**src/rtl/uart_tx_frame_pkg.sv**
```systemverilog
// Shared definitions for the UART transmit path: FSM state encodings,
// default frame geometry and fixed line levels.
package uart_tx_frame_pkg;

  typedef enum logic [2:0] {
    ST_IDLE   = 3'd0,
    ST_START  = 3'd1,
    ST_DATA   = 3'd2,
    ST_PARITY = 3'd3,
    ST_STOP   = 3'd4
  } tx_state_e;

  localparam int   UART_SIZE_DEF      = 32;
  localparam int   UART_MAX_RETRY_DEF = 3;

  // Line levels; parity is even (parity bit = XOR of all data bits).
  localparam logic UART_LINE_IDLE = 1'b1;
  localparam logic UART_START_BIT = 1'b0;
  localparam logic UART_STOP_BIT  = 1'b1;

endpackage

```
**src/rtl/uart_tx_piso.sv**
```systemverilog
// Parallel-in serial-out register. Loads a whole word, then shifts right so
// the next bit to transmit is always presented on bit_o (LSB first).
module uart_tx_piso #(
  parameter int SIZE = 32
) (
  input  logic            clk_i,
  input  logic            rst_i,
  input  logic            load_i,
  input  logic            shift_i,
  input  logic [SIZE-1:0] data_i,
  output logic            bit_o
);

  logic [SIZE-1:0] shreg_q;

  // Load has priority over shift; zeros fill from the top.
  always_ff @(posedge clk_i) begin
    if (rst_i) begin
      shreg_q <= '0;
    end else if (load_i) begin
      shreg_q <= data_i;
    end else if (shift_i) begin
      shreg_q <= {1'b0, shreg_q[SIZE-1:1]};
    end
  end

  assign bit_o = shreg_q[0];

endmodule

```
**src/rtl/uart_tx_frame.sv**
```systemverilog
// UART frame transmitter: start(0), SIZE data bits LSB first, even parity,
// stop(1). Resends the held word when the receiver flags an error, up to
// MAX_RETRY times, then reports TxError.
//
//  state     | meaning
//  ----------+---------------------------------------------------------
//  ST_IDLE   | line high, ReadyTx=1, waiting for StartTx
//  ST_START  | start bit (0) on the line
//  ST_DATA   | data bit bit_cnt on the line, 0..SIZE-1
//  ST_PARITY | even-parity bit on the line
//  ST_STOP   | stop bit (1); decide done / retry / abandon
module uart_tx_frame
  import uart_tx_frame_pkg::*;
#(
  parameter int SIZE      = UART_SIZE_DEF,
  parameter int MAX_RETRY = UART_MAX_RETRY_DEF
) (
  input  logic            CLK_Baudin,
  input  logic            RstTx,
  input  logic [SIZE-1:0] DataIn,
  input  logic            StartTx,
  output logic            ReadyTx,
  output logic            SerialOutputData,
  input  logic            Flag_Rx,
  output logic            DoneTx,
  output logic            TxError
);

  localparam int CNT_W = $clog2(SIZE);
  localparam int RTY_W = $clog2(MAX_RETRY + 1);

  tx_state_e        state_q, state_d;
  logic [SIZE-1:0]  data_q, data_d;
  logic             par_q, par_d;
  logic [CNT_W-1:0] bit_cnt_q, bit_cnt_d;
  logic [RTY_W-1:0] retry_cnt_q, retry_cnt_d;
  logic             resend_q, resend_d;
  logic             line_q, line_d;
  logic             ready_q, ready_d;
  logic             done_q, done_d;
  logic             err_q, err_d;

  logic             piso_load;
  logic             piso_shift;
  logic [SIZE-1:0]  piso_data;
  logic             piso_bit;

  // The shift register is reloaded on every entry to START, so a retry
  // replays the held word from data_q rather than the live DataIn.
  uart_tx_piso #(
    .SIZE (SIZE)
  ) u_piso (
    .clk_i   (CLK_Baudin),
    .rst_i   (RstTx),
    .load_i  (piso_load),
    .shift_i (piso_shift),
    .data_i  (piso_data),
    .bit_o   (piso_bit)
  );

  // Next-state, counters and next line value. The line is registered from
  // the state being entered, so the start bit appears the cycle after accept.
  always_comb begin
    state_d     = state_q;
    data_d      = data_q;
    par_d       = par_q;
    bit_cnt_d   = bit_cnt_q;
    retry_cnt_d = retry_cnt_q;
    resend_d    = resend_q;
    line_d      = UART_LINE_IDLE;
    done_d      = 1'b0;
    err_d       = 1'b0;
    piso_load   = 1'b0;
    piso_shift  = 1'b0;
    piso_data   = data_q;

    case (state_q)
      ST_IDLE: begin
        if (StartTx && ready_q) begin
          data_d      = DataIn;
          par_d       = ^DataIn;
          retry_cnt_d = '0;
          resend_d    = 1'b0;
          piso_load   = 1'b1;
          piso_data   = DataIn;
          line_d      = UART_START_BIT;
          state_d     = ST_START;
        end
      end
      ST_START: begin
        resend_d   = resend_q | Flag_Rx;
        bit_cnt_d  = '0;
        line_d     = piso_bit;
        piso_shift = 1'b1;
        state_d    = ST_DATA;
      end
      ST_DATA: begin
        resend_d = resend_q | Flag_Rx;
        if (bit_cnt_q == CNT_W'(SIZE - 1)) begin
          line_d  = par_q;
          state_d = ST_PARITY;
        end else begin
          bit_cnt_d  = bit_cnt_q + CNT_W'(1);
          line_d     = piso_bit;
          piso_shift = 1'b1;
        end
      end
      ST_PARITY: begin
        resend_d = resend_q | Flag_Rx;
        line_d   = UART_STOP_BIT;
        state_d  = ST_STOP;
      end
      ST_STOP: begin
        resend_d = 1'b0;
        if ((resend_q | Flag_Rx) && (retry_cnt_q < RTY_W'(MAX_RETRY))) begin
          retry_cnt_d = retry_cnt_q + RTY_W'(1);
          piso_load   = 1'b1;
          line_d      = UART_START_BIT;
          state_d     = ST_START;
        end else begin
          done_d  = 1'b1;
          err_d   = resend_q | Flag_Rx;
          state_d = ST_IDLE;
        end
      end
      default: begin
        state_d = ST_IDLE;
      end
    endcase

    ready_d = (state_d == ST_IDLE);
  end

  // State and output registers; reset drops any frame in flight.
  always_ff @(posedge CLK_Baudin) begin
    if (RstTx) begin
      state_q     <= ST_IDLE;
      data_q      <= '0;
      par_q       <= 1'b0;
      bit_cnt_q   <= '0;
      retry_cnt_q <= '0;
      resend_q    <= 1'b0;
      line_q      <= UART_LINE_IDLE;
      ready_q     <= 1'b1;
      done_q      <= 1'b0;
      err_q       <= 1'b0;
    end else begin
      state_q     <= state_d;
      data_q      <= data_d;
      par_q       <= par_d;
      bit_cnt_q   <= bit_cnt_d;
      retry_cnt_q <= retry_cnt_d;
      resend_q    <= resend_d;
      line_q      <= line_d;
      ready_q     <= ready_d;
      done_q      <= done_d;
      err_q       <= err_d;
    end
  end

  assign SerialOutputData = line_q;
  assign ReadyTx          = ready_q;
  assign DoneTx           = done_q;
  assign TxError          = err_q;

endmodule

```
**config.mk**
```make
export PLATFORM = sky130hd
export DESIGN_NAME = uart_tx_frame
export DESIGN_NICKNAME = d
export VERILOG_FILES = /design/src/rtl/uart_tx_frame_pkg.sv /design/src/rtl/uart_tx_piso.sv /design/src/rtl/uart_tx_frame.sv
export SDC_FILE = /design/constraint.sdc
export NUM_CORES = 1
export LEC_CHECK = 0
export CORE_UTILIZATION = 51
export CTS_CLUSTER_DIAMETER = 60
export CTS_CLUSTER_SIZE = 28
export DETAILED_ROUTE_END_ITERATION = 16
export PLACE_DENSITY_LB_ADDON = 0.1
export REMOVE_ABC_BUFFERS = 1
export SLEW_MARGIN = 10
export SYNTH_ARGS = -nofsm -noshare
export SYNTH_HDL_FRONTEND = slang
export SYNTH_SLANG_ARGS = --single-unit
export TNS_END_PERCENT = 5
```
**constraint.sdc**
```tcl
create_clock -name CLK_Baudin -period 1.8 [get_ports CLK_Baudin]
set_input_delay 0.18 -clock CLK_Baudin [delete_from_list [all_inputs] [get_ports CLK_Baudin]]
set_output_delay 0.18 -clock CLK_Baudin [all_outputs]
set_load 0.02 [all_outputs]
```
== After elaboration in Yosys (flattened, before gate mapping) ==
Cells that the tools add are included.

* Magnitude comparators: 1
* Bitwise operators: 2
* Equal/unequal tests: 8
* Add/subtract/negate cells: 2
* Muxes and demuxes: 24
* Reductions and logical operators: 16

{| class="wikitable"
|+ Operators by type and width
! operator !! count
|-
| $mux 32 || 4
|-
| $reduce_xor 32->1 || 1
|-
| $pmux 3 s5 || 1
|-
| $pmux 5 s2 || 1
|-
| $mux 1 || 8
|-
| $eq 3x2->1 const B || 2
|-
| $logic_not 3->1 || 2
|-
| $mux 3 || 2
|-
| $ne 2x2->1 const B || 3
|-
| $reduce_and 2->1 || 3
|-
| $reduce_bool 2->1 || 3
|-
| $reduce_or 3->1 || 2
|-
| $add 5x1->5 const B || 1
|-
| $eq 5x5->1 const B || 1
|-
| $mux 5 || 1
|-
| $mux 2 || 2
|-
| $pmux 1 s2 || 2
|-
| $pmux 1 s4 || 1
|-
| $pmux 2 s2 || 1
|-
| $eq 3x1->1 const B || 1
|-
| $eq 3x3->1 const B || 1
|-
| $pmux 1 s3 || 1
|-
| $reduce_and 3->1 || 1
|-
| $reduce_bool 3->1 || 1
|-
| other kinds (6) || 7
|}

* Logic and storage cells: 64
* Bits of input ports: 36
* Register bits: 80

== Depth between registers and ports, before layout ==
Gate-level depths: netlist of the first run.

* Depth after elaboration: 5
* Mapped depth: 10

== By module ==
Synthesis of the first run repeated with hierarchy kept, for this count alone.

* Cells, all modules: 353
* Area total of the unflattened synthesis: 4040.1 um^2

{| class="wikitable"
|+ By module, submodules not included
! module !! seq. area each (um^2) !! area each (um^2) !! instances !! cells an instance
|-
| uart_tx_frame || 960.9 || 2378.5 || 1 || 211
|-
| uart_tx_piso || 640.6 || 1661.6 || 1 || 142
|}

== Worst setup path after synthesis of the first run ==
OpenSTA, ideal clock, no wires.

* Kind: register to register
* Start: register bit_cnt_q[0]
* End: register bit_cnt_q[4]
* Setup time: 128 ps
* Stages on the path, launching flop included: 11
* Path buffers: 2
* Path slack: -132 ps
* Period minus slack after synthesis: 1932 ps
* Data arrival time: 1804 ps
* Cell sequence: dfxtp_1 -> ha_1 -> and3_1 -> ha_1 -> nor2_2 -> a21oi_2 -> or2_1 -> buf_4 -> buf_6 -> a32oi_1 -> nor2_1

* Word-level cells in the longest chain between the ends: 3
* Elaborated cells between the ends (all ways): 6
* Classes of those cells: add/sub (1); eq/ne (2); mux (2); reduce/logical (1)

{| class="wikitable"
|+ Ends and longest elaborated chain
! item !! RTL line !! source
|-
| start: declaration || uart_tx_frame.sv:35 || <nowiki>logic [CNT_W-1:0] bit_cnt_q, bit_cnt_d;</nowiki>
|-
| start signal: assignment || uart_tx_frame.sv:151 || <nowiki>bit_cnt_q <= bit_cnt_d;</nowiki>
|-
| $add 5x1->5 / $eq 5x5->1 (equally long branches) || uart_tx_frame.sv:103, uart_tx_frame.sv:99 ||
|-
| $mux 5 / $ne 2x2->1 (equally long branches) || - ||
|-
| $pmux 5 s2 / $reduce_and 2->1 (equally long branches) || - ||
|}

Several ways; a longest one is shown, not always the timed one. The select of a mux whose other input is x is not followed.
A chain may end at the register's enable or synchronous reset.

== Final worst setup path of the first run ==
* Start: register bit_cnt_q[0]
* End: register u_piso.shreg_q[2]

* Word-level cells in the longest chain between the ends: 4

{| class="wikitable"
|+ Ends and longest elaborated chain
! item !! RTL line !! source
|-
| $eq 5x5->1 || uart_tx_frame.sv:99 || <nowiki>if (bit_cnt_q == CNT_W'(SIZE - 1)) begin</nowiki>
|-
| $mux 1 || uart_tx_frame.sv:99 ||
|-
| $pmux 1 s2 || uart_tx_frame.sv:77 || <nowiki>case (state_q)</nowiki>
|-
| $reduce_bool 2->1 (no line) || - ||
|-
| end signal: assignment || uart_tx_piso.sv:21 || <nowiki>shreg_q <= data_i;</nowiki>
|-
| end signal: assignment || uart_tx_piso.sv:23 || <nowiki>shreg_q <= {1'b0, shreg_q[SIZE-1:1]};</nowiki>
|-
| end: declaration || uart_tx_piso.sv:14 || <nowiki>logic [SIZE-1:0] shreg_q;</nowiki>
|}

No other way between the ends.

==> metrics.yaml, run 1 <==
synth_area_sq_um: 3990
synth_area_leaders: "sky130_fd_sc_hd__dfxtp_1 40%, sky130_fd_sc_hd__a221oi_2 11%, sky130_fd_sc_hd__nand2_1 9.4%"
setup.worst_path.end_class: "register"
max_slew.worst_pin.slew_ns: 0.591
grt_max_degree: 32
vdd_ir_drop_max_v: 0.000797
via_count: 3531
worst_hold_path_type: "input pin to register"
antenna_cells_inserted: 0
yosysWarningCount: 0
relSlewSlack_pct: 60.6
post_drt_wl_per_cell_um: 15.8
cp_data_arrival_time_ns: 2.17
slack_of_the_worst_reg_to_reg_path_ns: -0.1
multiInputGateArea_sq_um: 2330
antenna_found_initial: 0
grt_pass1_wl_um: 16200
cts.htree.levels: 3
route.detailed.vias_per_inst: 5.56
layout.area.seq_sq_um: 1600
yosys_register_bits: 80
critical_path_cell_by_cell: "ha_4 > and3_4 > ha_4 > nor2_4 > a21oi_4 > or2_4 > clkbuf_16 > nand2_1 > a221oi_2"
critical_path.startpoint_type: "register"
groute.layer.met2.usage_pct: 44.5
cts_hold_repair.buffers: 0
max_cap_viol_count: 0
detailedPlacementHpwl_um: 6020
gr-usage-met3_pct: 6.06
finish.net_count: 571
failed_checks: "negative setup slack"
final_area_sq_um: 5490
fin_crit_sh_pct: 105
portBuffers: 39
clk_path_buf_depth: 2
timing.critical_path.required_ns: 2.07
first_global_vias: 3441
detail_route.iter0.violations: 166
power_mw: 5.39
synth-edff-count: 0
avgSynthCellArea_sq_um: 9.08
period_minus_slack_ns: 1.90
cts_buffers: 9
post-route-drc-count: 0
max_freq_mhz: 527
asyncSetResetFlopFracSynth_pct: 0
final_slew_violations: 0
num_rows: 31
cts_num_sinks: 80
timing.critical_path.mode_cell: "sky130_fd_sc_hd__ha_4"
clock_root_cell: "sky130_fd_sc_hd__clkbuf_8"
rsz_0062_raised_after_global_routing: "yes"
cts.clk_slew.worst_paths_ns: 0.08
fp.dieH_um: 90.4
drt_wl_total_um: 10000
placed_area_sq_um: 4880
fillers: 515
power.density_cell_area_nw_per_um2: 982
global_route.peak_usage_layer: "met2"
critical-path-slowest-cell: "sky130_fd_sc_hd__dfxtp_2"
synth_top_area_share_pct: 40.2
setup_tns_ns: -1.36
report.final.hold_viol_count: 0
overall_track_demand_over_capacity_in_global_routing_pct: 25.3
drt_first_pass_iters: 4
power_leakage_nw: 2.09
drt.antenna.violating_nets: 0
post_synth_inst_count: 439
synth_top_cell_by_area: "sky130_fd_sc_hd__dfxtp_1"
core_region_sq_um: 7410
worst-setup-path-type: "register to register"
groute.layer.met1.usage_pct: 30.5
run_status: "complete, but fails checks"
ioPinCount: 40
ys_types: 37
overflow: 0
worst_setup_slack_final_ns: -0.0968
setup_viol_count_final: 34
cts_tree: "built"
chipWidth_um: 90.4
finalWeightedCongestion: 0.781
post_route_cells_drive_above_1_share_pct: 29.3
critPathMaxStageDelay_ns: 0.37
fin_skew_ns: 0.00822
place_ws_ns: -0.112
area_delta_synth_final_pct: 37.7
crit_fanout: 8
worst_skew_pair.late_latency_ns: 0.36
initial_core_util_pct: 53.8
floorplan.die_area_sq_um: 8170
synth_flop_cell: "sky130_fd_sc_hd__dfxtp_1"
seq_area_frac_synth_pct: 40.2
## path summary, 6_finish.rpt
kind,from,endpoint,depth (start not counted)
max,bit_cnt_q[0],u_piso.shreg_q[2],9
min,RstTx,data_q[27],2
max reg2reg,bit_cnt_q[0],u_piso.shreg_q[2],9
min reg2reg,data_q[27],data_q[27],2
## cells by family after synthesis
kind of cell / synth area share (%)
adders and majority gates: 0.942
muxes: 7.78
AOI/OAI and AO/OA: 22.8
buffers and inverters: 5.49
and+or+nand+nor: 15.6
xor gates and xnor gates: 7.25
DFF: 40.2
## stage by stage
| stage | utilization, % | hold slack, ns | cells |
|---|---|---|---|
| detailed placement | 65.9 | 0.446 | 603 |
| finish | 74.1 | 0.339 | 635 |
| global placement | 65.9 | 0.441 | 603 |
| global route | 74.1 | 0.355 | 635 |
| CTS | 73.0 | 0.320 | 632 |
| floorplan | - | 0.245 | 402 |
## per-layer routing
metal / up-vias / part of all wire (%)
li1: 1722 / -
met1: 1703 / 44
met2: 98 / 51
met3: 8 / 4.2
met4: 0 / 1.2
met5: - / 0
## cell usage in the layout, fill, tap and decap left out, types with 5 or more instances in the layout
cell                               n
sky130_fd_sc_hd__a21oi_1          68
sky130_fd_sc_hd__a221oi_2         31
sky130_fd_sc_hd__buf_12           12
sky130_fd_sc_hd__buf_4            60
sky130_fd_sc_hd__buf_6             5
sky130_fd_sc_hd__clkbuf_8         10
sky130_fd_sc_hd__clkdlybuf4s50_1  38
sky130_fd_sc_hd__dfxtp_1          78
sky130_fd_sc_hd__mux2i_1          31
sky130_fd_sc_hd__nand2_1          89
sky130_fd_sc_hd__nand2_4           8
sky130_fd_sc_hd__nor2_1           13
sky130_fd_sc_hd__xnor2_1          27
sky130_fd_sc_hd__xor2_1            6
## registers in the layout, summed over array words and instances (netlist names)
name,count
DoneTx,1
ReadyTx,1
SerialOutputData,1
TxError,1
bit_cnt_q,5
data_q,32
par_q,1
resend_q,1
retry_cnt_q,2
state_q,3
u_piso.shreg_q,32
## synthesized netlist by cell type (2+ instances only)
library cell	instances
sky130_fd_sc_hd__dfxtp_1	80
sky130_fd_sc_hd__or2_1	2
sky130_fd_sc_hd__nand2_1	100
sky130_fd_sc_hd__mux2i_1	31
sky130_fd_sc_hd__ha_1	3
sky130_fd_sc_hd__nor3_1	2
sky130_fd_sc_hd__buf_6	6
sky130_fd_sc_hd__buf_4	5
sky130_fd_sc_hd__nor2_4	2
sky130_fd_sc_hd__nand3b_1	2
sky130_fd_sc_hd__a221oi_2	28
sky130_fd_sc_hd__nand2b_1	2
sky130_fd_sc_hd__clkbuf_1	13
sky130_fd_sc_hd__xor2_1	6
sky130_fd_sc_hd__nor4b_1	3
sky130_fd_sc_hd__a21oi_1	71
sky130_fd_sc_hd__a32oi_1	2
sky130_fd_sc_hd__a211oi_1	2
sky130_fd_sc_hd__xnor2_1	27
sky130_fd_sc_hd__a21oi_2	2
sky130_fd_sc_hd__buf_2	13
sky130_fd_sc_hd__a221oi_1	3
sky130_fd_sc_hd__nor2_1	13
sky130_fd_sc_hd__nor2b_1	4
sky130_fd_sc_hd__o21ai_0	4
sky130_fd_sc_hd__nor2_2	2
## worst max-delay path, delay by kind of cell, from the launching register on
family	cells	cell delay, ns
adders and majority gates	2	0.28
and+or+nand+nor	4	0.53
buffers and inverters	1	0.19
AOI/OAI and AO/OA	2	0.44
DFF	1	0.37
## power breakdown
group | switching [mW] | leakage (nW) | total, mW | internal [mW]
clock network | 0.635 | 0.117 | 1.59 | 0.954
registers | 0.122 | 0.657 | 2.08 | 1.96
logic | 0.861 | 1.32 | 1.72 | 0.864
## what timing repair did
item                                    in CTS  in global routing
gates resized for setup                     28                 24
pin swaps                                   13                 25
cloned                                       5                  1
buffers inserted                             9                  6
endpoints found under the setup margin      36                 37
## area by class of cell
| type | count | area share, % |
|---|---|---|
| Multi-Input combinational cell | 322 | 42.4 |
| Clock buffer | 12 | 2.64 |
| Clock inverter | 3 | 1.64 |
| Timing Repair Buffer | 119 | 21.9 |
| Sequential cell | 80 | 29.2 |
| Tap cell | 99 | 2.26 |
Note: power is estimated with default switching activity, not from simulation.
==> run 2, diff against run 1 <==
CTS_BUF_LIST = sky130_fd_sc_hd__clkbuf_4 sky130_fd_sc_hd__clkbuf_8 sky130_fd_sc_hd__clkbuf_16   (was not set)
==> run 2 against run 1 <==
Against the previous run: first-iteration DRC count unchanged; non-clock buffer count unchanged; largest cell class unchanged; the run still ends with negative setup slack left; critical path depth unchanged; combinational power about the same; critical endpoint unchanged; highest routed layer unchanged; utilization increased by 0.19 points; hold slack got worse by 0.0090 ns.
==> metrics.yaml, run 2 (synthesis gave the netlist of run 1 again) <==
post_route_cells_drive_above_1_share_pct: 30.0  # was 29.3%
worst_hold_path_type: "input pin to register"  # unchanged
timing.critical_path.required_ns: 2.07  # about the same
ioPinCount: 40  # unchanged
grt_max_degree: 32  # unchanged
cts.clk_slew.worst_paths_ns: 0.08  # about the same
detailedPlacementHpwl_um: 6020  # unchanged
mostFrequentLayoutCells: "88 x sky130_fd_sc_hd__nand2_1, 78 x sky130_fd_sc_hd__dfxtp_1, 67 x sky130_fd_sc_hd__a21oi_1"  # was 89 x sky130_fd_sc_hd__nand2_1, 78 x sky130_fd_sc_hd__dfxtp_1, 68 x sky130_fd_sc_hd__a21oi_1
cpLargestDelayFamily: "simple AND/OR/NAND/NOR gates"  # unchanged
worst-setup-path-type: "register to register"  # unchanged
cts_buffers: 9  # unchanged
p_switching_mw: 1.62  # about the same
via_count: 3527  # was 3531
cp_data_arrival_time_ns: 2.18  # was 2.17 ns
post-route-drc-count: 0  # unchanged
finalWeightedCongestion: 0.781  # unchanged
max_cap_viol_count: 0  # unchanged
drt.antenna.violating_nets: 0  # unchanged
critical_path.startpoint_type: "register"  # unchanged
critical-path-slowest-cell: "sky130_fd_sc_hd__dfxtp_2"  # unchanged
worst_skew_pair.late_latency_ns: 0.36  # about the same
antenna_found_initial: 0  # unchanged
place_ws_ns: -0.112  # unchanged
global_route.peak_usage_layer: "met2"  # unchanged
biggestRegsByFlops: "data_q: 32 flops, u_piso.shreg_q: 32 flops, bit_cnt_q: 5 flops"  # unchanged
setup_viol_count_final: 34  # unchanged
failed_checks: "negative setup slack"  # unchanged
worst_setup_slack_final_ns: -0.102  # was -0.0968 ns
post_drt_wl_per_cell_um: 15.8  # about the same
chipWidth_um: 90.4  # unchanged
core_region_sq_um: 7410  # unchanged
layout_commonest_cell: "sky130_fd_sc_hd__nand2_1"  # unchanged
clock_root_cell: "sky130_fd_sc_hd__clkbuf_8"  # unchanged
grt_pass1_wl_um: 16300  # was 16200 um
cts_tree: "built"  # unchanged
layout.area.seq_sq_um: 1600  # unchanged
drt_first_pass_iters: 4  # unchanged
crit_fanout: 8  # unchanged
setup.worst_path.end_class: "register"  # unchanged
cts_num_sinks: 80  # unchanged
fillers: 518  # was 515
rsz_0062_raised_after_global_routing: "yes"  # unchanged
area_delta_synth_final_pct: 38.1  # was 37.7%
seq_power_share_pct: 38.4  # was 38.6%
first_global_vias: 3441  # unchanged
portBuffers: 39  # unchanged
antenna_cells_inserted: 0  # unchanged
relSlewSlack_pct: 61.6  # was 60.6%
setup_tns_ns: -1.53  # was -1.36 ns
crit_start: "bit_cnt_q[0]"  # unchanged
max_slew.worst_pin.slew_ns: 0.575  # was 0.591 ns
pwr-share-clk_pct: 29.8  # was 29.5%
num_rows: 31  # unchanged
clk_path_buf_depth: 2  # unchanged
overall_track_demand_over_capacity_in_global_routing_pct: 25.5  # was 25.3%
report.final.hold_viol_count: 0  # unchanged
power.density_cell_area_nw_per_um2: 985  # was 982 nW/um^2
fp.dieH_um: 90.4  # unchanged
run_status: "complete, but fails checks"  # unchanged
power_leakage_nw: 2.10  # was 2.09 nW
startpoint_of_the_lowest_slack_hold_path: "RstTx"  # unchanged
p_sw_share_pct: 29.8  # was 30.0%
timing.critical_path.mode_cell: "sky130_fd_sc_hd__ha_4"  # unchanged
groute.layer.met1.usage_pct: 30.8  # was 30.5%
groute.layer.met2.usage_pct: 44.5  # unchanged
gr-usage-met3_pct: 6.82  # was 6.06%
route.detailed.vias_per_inst: 5.55  # was 5.56
cp.buffers_inverters: 1  # unchanged
period_minus_slack_ns: 1.90  # about the same
fin_crit_sh_pct: 106  # was 105%
vdd_ir_drop_max_v: 0.000798  # was 0.000797 V
detail_route.iter0.violations: 166  # unchanged
drt_wl_total_um: 10100  # was 10000 um
floorplan.die_area_sq_um: 8170  # unchanged
power.internal_mw: 3.81  # was 3.77 mW
final_slew_violations: 0  # unchanged
overflow: 0  # unchanged
power.combinational.fraction_pct: 31.9  # was 32.0%
multiInputGateArea_sq_um: 2330  # about the same
critical_path.reg2reg.startpoint: "bit_cnt_q[0]"  # unchanged
initial_core_util_pct: 53.8  # unchanged
finish.net_count: 571  # unchanged
critPathMaxStageDelay_ns: 0.37  # about the same
fin_skew_ns: 0.00844  # was 0.00822 ns
critical_path_cell_by_cell: "ha_4 > and3_4 > ha_4 > nor2_4 > a21oi_4 > or2_4 > clkbuf_16 > nand2_1 > a221oi_2"  # unchanged
max_freq_mhz: 526  # was 527 MHz
cts.htree.levels: 3  # unchanged
## run 2: metrics by stage
stage / power [mW] / utilization, % / area (sq um) / hold WS (ns) / instances
floorplan: 2.94 / - / 3770 / 0.245 / 402
global placement: 3.54 / 65.9 / 4880 / 0.441 / 603
detailed placement: 3.57 / 65.9 / 4880 / 0.446 / 603
CTS: 5.38 / 73.1 / 5420 / 0.316 / 632
global route: 5.67 / 74.3 / 5500 / 0.347 / 635
finish: 5.42 / 74.3 / 5500 / 0.330 / 635
## run 2: final cells by class
| type | instances | share of cell area, % |
|---|---|---|
| Clock buffer | 12 | 2.77 |
| Clock inverter | 3 | 1.64 |
| Multi-Input combinational cell | 322 | 42.4 |
| Sequential cell | 80 | 29.1 |
| Tap cell | 99 | 2.25 |
| Timing Repair Buffer | 119 | 21.8 |
## run 2: timing repair
action                                  4_1_cts  5_1_grt
pin swaps                                    13       26
resized for setup                            28       26
endpoints found under the setup margin       36       37
hold buffers                                  0        0
cloned                                        5        1
setup buffers                                 9        6
## run 2: power groups by stage
stage / clock (mW) / combinational [mW] / sequential [mW]
final: 1.61 / 1.73 / 2.08
after global routing: 1.72 / 1.85 / 2.10
after CTS: 1.63 / 1.69 / 2.06
after detailed placement: 0 / 1.48 / 2.10
after global placement: 0 / 1.45 / 2.09
after floorplan: 0 / 0.863 / 2.08
## run 2: path summary, 6_finish.rpt
check,endpoint,slack [ns],cells past startpoint
setup / recovery,u_piso.shreg_q[2],-0.10,9
setup reg to reg,u_piso.shreg_q[2],-0.10,9
hold reg to reg,data_q[19],0.45,2
hold / removal,data_q[27],0.33,2
## run 2: worst register-to-register path: stages (launching register included)
cell,delay [ns]
sky130_fd_sc_hd__dfxtp_2,0.37
sky130_fd_sc_hd__ha_4,0.14
sky130_fd_sc_hd__and3_4,0.17
sky130_fd_sc_hd__ha_4,0.14
sky130_fd_sc_hd__nor2_4,0.04
sky130_fd_sc_hd__a21oi_4,0.19
sky130_fd_sc_hd__or2_4,0.24
sky130_fd_sc_hd__clkbuf_16,0.19
sky130_fd_sc_hd__nand2_1,0.08
sky130_fd_sc_hd__a221oi_2,0.25
## run 2: per-layer routing
layer | vias up | part of all wire (%)
li1 | 1726 | -
met1 | 1702 | 43
met5 | - | 0
met3 | 16 | 4.3
met4 | 0 | 1.6
met2 | 83 | 51
==> run 3, diff against run 2 <==
PLACE_DENSITY = 0.74   (was not set)
PLACE_DENSITY_LB_ADDON = not set   (was 0.1)
RECOVER_POWER = 25   (was not set)
==> run 3 against run 2 <==
Against the previous run: the flow still finishes with violations (negative setup slack); non-clock buffer count decreased by 8; combinational power down 5%; global-route usage down 0.61 points; wire length fell by 1.2%; power down 10%; hold slack gained 0.0081 ns; count of clock-buffer cells in the layout shrank 1; sequential cell count unchanged; fmax rose by 0.44%; die area unchanged; critical path type unchanged; first-iteration DRC count increased by 27%.
==> metrics.yaml, run 3 (synthesis gave the netlist of run 1 again) <==
cts.htree.levels: 3  # unchanged
setup_tns_ns: -2.26  # was -1.53 ns
first_global_vias: 3454  # was 3441
drt.antenna.violating_nets: 0  # unchanged
period_minus_slack_ns: 1.89  # was 1.90 ns
portBuffers: 39  # unchanged
core_region_sq_um: 7410  # unchanged
cts_num_sinks: 80  # unchanged
route.detailed.vias_per_inst: 5.50  # was 5.55
max_cap_viol_count: 0  # unchanged
critPathMaxStageDelay_ns: 0.36  # was 0.37 ns
run_status: "complete, but fails checks"  # unchanged
vdd_ir_drop_max_v: 0.000479  # was 0.000798 V
finish.net_count: 563  # was 571
post_route_cells_drive_above_1_share_pct: 28.6  # was 30.0%
critical_path_cell_by_cell: "ha_4 > and3_4 > ha_4 > nor2_4 > a21oi_4 > nor2_4 > buf_12 > clkbuf_16 > a21oi_2 > a221oi_2"  # was ha_4 > and3_4 > ha_4 > nor2_4 > a21oi_4 > or2_4 > clkbuf_16 > nand2_1 > a221oi_2
critical_path.startpoint_type: "register"  # unchanged
finalWeightedCongestion: 0.817  # was 0.781
clock_root_cell: "sky130_fd_sc_hd__clkbuf_8"  # unchanged
initial_core_util_pct: 53.8  # unchanged
post-route-drc-count: 0  # unchanged
crit_fanout: 6  # was 8
detail_route.iter0.violations: 210  # was 166
rsz_0062_raised_after_global_routing: "yes"  # unchanged
fin_skew_ns: 0.0132  # was 0.00844 ns
worst_setup_slack_final_ns: -0.0932  # was -0.102 ns
drt_first_pass_iters: 4  # unchanged
place_ws_ns: -0.139  # was -0.112 ns
mostFrequentLayoutCells: "96 x sky130_fd_sc_hd__nand2_1, 78 x sky130_fd_sc_hd__dfxtp_1, 59 x sky130_fd_sc_hd__a21oi_1, 59 x sky130_fd_sc_hd__buf_4, 38 x sky130_fd_sc_hd__clkdlybuf4s50_1"  # was 88 x sky130_fd_sc_hd__nand2_1, 78 x sky130_fd_sc_hd__dfxtp_1, 67 x sky130_fd_sc_hd__a21oi_1
failed_checks: "negative setup slack"  # unchanged
ioPinCount: 40  # unchanged
setup_viol_count_final: 36  # was 34
power_mw: 4.87  # was 5.42 mW
cts_hold_repair.buffers: 0  # unchanged
clk_path_buf_depth: 2  # unchanged
critical_path.reg2reg.startpoint: "bit_cnt_q[1]"  # was bit_cnt_q[0]
worst_skew_pair.late_latency_ns: 0.35  # was 0.36 ns
cts_tree: "built"  # unchanged
grt_max_degree: 35  # was 32
max_freq_mhz: 528  # was 526 MHz
power.density_cell_area_nw_per_um2: 923  # was 985 nW/um^2
cp_data_arrival_time_ns: 2.15  # was 2.18 ns
relSlewSlack_pct: 57.4  # was 61.6%
max_slew.worst_pin.slew_ns: 0.638  # was 0.575 ns
place_inst: 601  # was 603
fin_crit_sh_pct: 105  # was 106%
floorplan.die_area_sq_um: 8170  # unchanged
via_count: 3447  # was 3527
post_drt_wl_per_cell_um: 15.9  # was 15.8 um
drt_wl_total_um: 9940  # was 10100 um
detailedPlacementHpwl_um: 6250  # was 6020 um
worst_hold_path_type: "input pin to register"  # unchanged
startpoint_of_the_lowest_slack_hold_path: "RstTx"  # unchanged
worst-setup-path-type: "register to register"  # unchanged
antenna_cells_inserted: 0  # unchanged
cts.clk_slew.worst_paths_ns: 0.09  # was 0.08 ns
crit_start: "bit_cnt_q[1]"  # was bit_cnt_q[0]
fp.dieH_um: 90.4  # unchanged
report.final.hold_viol_count: 0  # unchanged
overflow: 0  # unchanged
setup.worst_path.end_class: "register"  # unchanged
layout_commonest_cell: "sky130_fd_sc_hd__nand2_1"  # unchanged
cts_buffers: 9  # unchanged
cpLargestDelayFamily: "simple AND/OR/NAND/NOR gates"  # unchanged
timing.critical_path.required_ns: 2.06  # was 2.07 ns
area_delta_synth_final_pct: 32.4  # was 38.1%
fillers: 528  # was 518
biggestRegsByFlops: "data_q: 32 flops, u_piso.shreg_q: 32 flops, bit_cnt_q: 5 flops"  # unchanged
antenna_found_initial: 0  # unchanged
num_rows: 31  # unchanged
cp.buffers_inverters: 2  # was 1
power_leakage_nw: 1.98  # was 2.10 nW
critical-path-slowest-cell: "sky130_fd_sc_hd__dfxtp_4"  # was sky130_fd_sc_hd__dfxtp_2
chipWidth_um: 90.4  # unchanged
overall_track_demand_over_capacity_in_global_routing_pct: 24.9  # was 25.5%
final_slew_violations: 0  # unchanged
instances_no_fill: 627  # was 635
grt_pass1_wl_um: 16400  # was 16300 um
## run 3: changes by cell type in the layout (fill, tap and decap cells not counted), sizes merged
cell | before | now
clkinv | 0 | 3
clkinvlp | 0 | 1
bufinv | 3 | 0
buf | 80 | 71
bufbuf | 0 | 1
clkbuf | 13 | 12
## run 3: power by group
part | switching (mW) | total, mW | internal [mW]
Sequential | 0.117 | 2.07 | 1.96
Clock | 0.641 | 1.16 | 0.518
Combinational | 0.847 | 1.64 | 0.793
## run 3: metal layers
layer,routed length [um],GRT usage [%],part of all wire [%]
met1,4370,31.7,44
met2,5020,42.5,51
met3,366,3.62,3.7
met4,176,9.81,1.8
met5,0,0,0
## run 3: worst paths after layout
kind,cells past startpoint,end,slack [ns]
hold reg to reg,2,data_q[7],0.46
setup / recovery,10,u_piso.shreg_q[27],-0.09
setup reg to reg,10,u_piso.shreg_q[27],-0.09
hold / removal,2,bit_cnt_q[0],0.34
## run 3: area by class of cell
| class | count | area [sq um] | area share (%) |
|---|---|---|---|
| clock buffers | 11 | 139 | 2.63 |
| multi-input cells | 322 | 2300 | 43.6 |
| clock inverters | 4 | 22.5 | 0.427 |
| well taps | 99 | 124 | 2.35 |
| repair buffers | 111 | 1090 | 20.6 |
| flip-flops and latches | 80 | 1610 | 30.4 |
## run 3: through the flow
stage          cell area, sq um  utilization (%)  hold slack, ns
4_1_cts                    5240             70.8           0.325
2_1_floorplan              3770                -           0.245
3_5_place_dp               4790             64.7           0.446
3_3_place_gp               4790             64.7           0.441
5_1_grt                    5280             71.2           0.359
6_report                   5280             71.2           0.338
## run 3: timing repair
action | CTS | global route
gates cloned | 4 | 1
pin swaps | 29 | 14
setup endpoints to repair | 36 | 37
buffers inserted | 5 | 3
gates resized for setup | 29 | 13
## run 3: worst register-to-register path, stage by stage, from the launching register on
cell and delay [ns]:
sky130_fd_sc_hd__dfxtp_4 0.36, sky130_fd_sc_hd__ha_4 0.15, sky130_fd_sc_hd__and3_4 0.15, sky130_fd_sc_hd__ha_4 0.16
sky130_fd_sc_hd__nor2_4 0.12, sky130_fd_sc_hd__a21oi_4 0.08, sky130_fd_sc_hd__nor2_4 0.14, sky130_fd_sc_hd__buf_12 0.16
sky130_fd_sc_hd__clkbuf_16 0.15, sky130_fd_sc_hd__a21oi_2 0.06, sky130_fd_sc_hd__a221oi_2 0.26
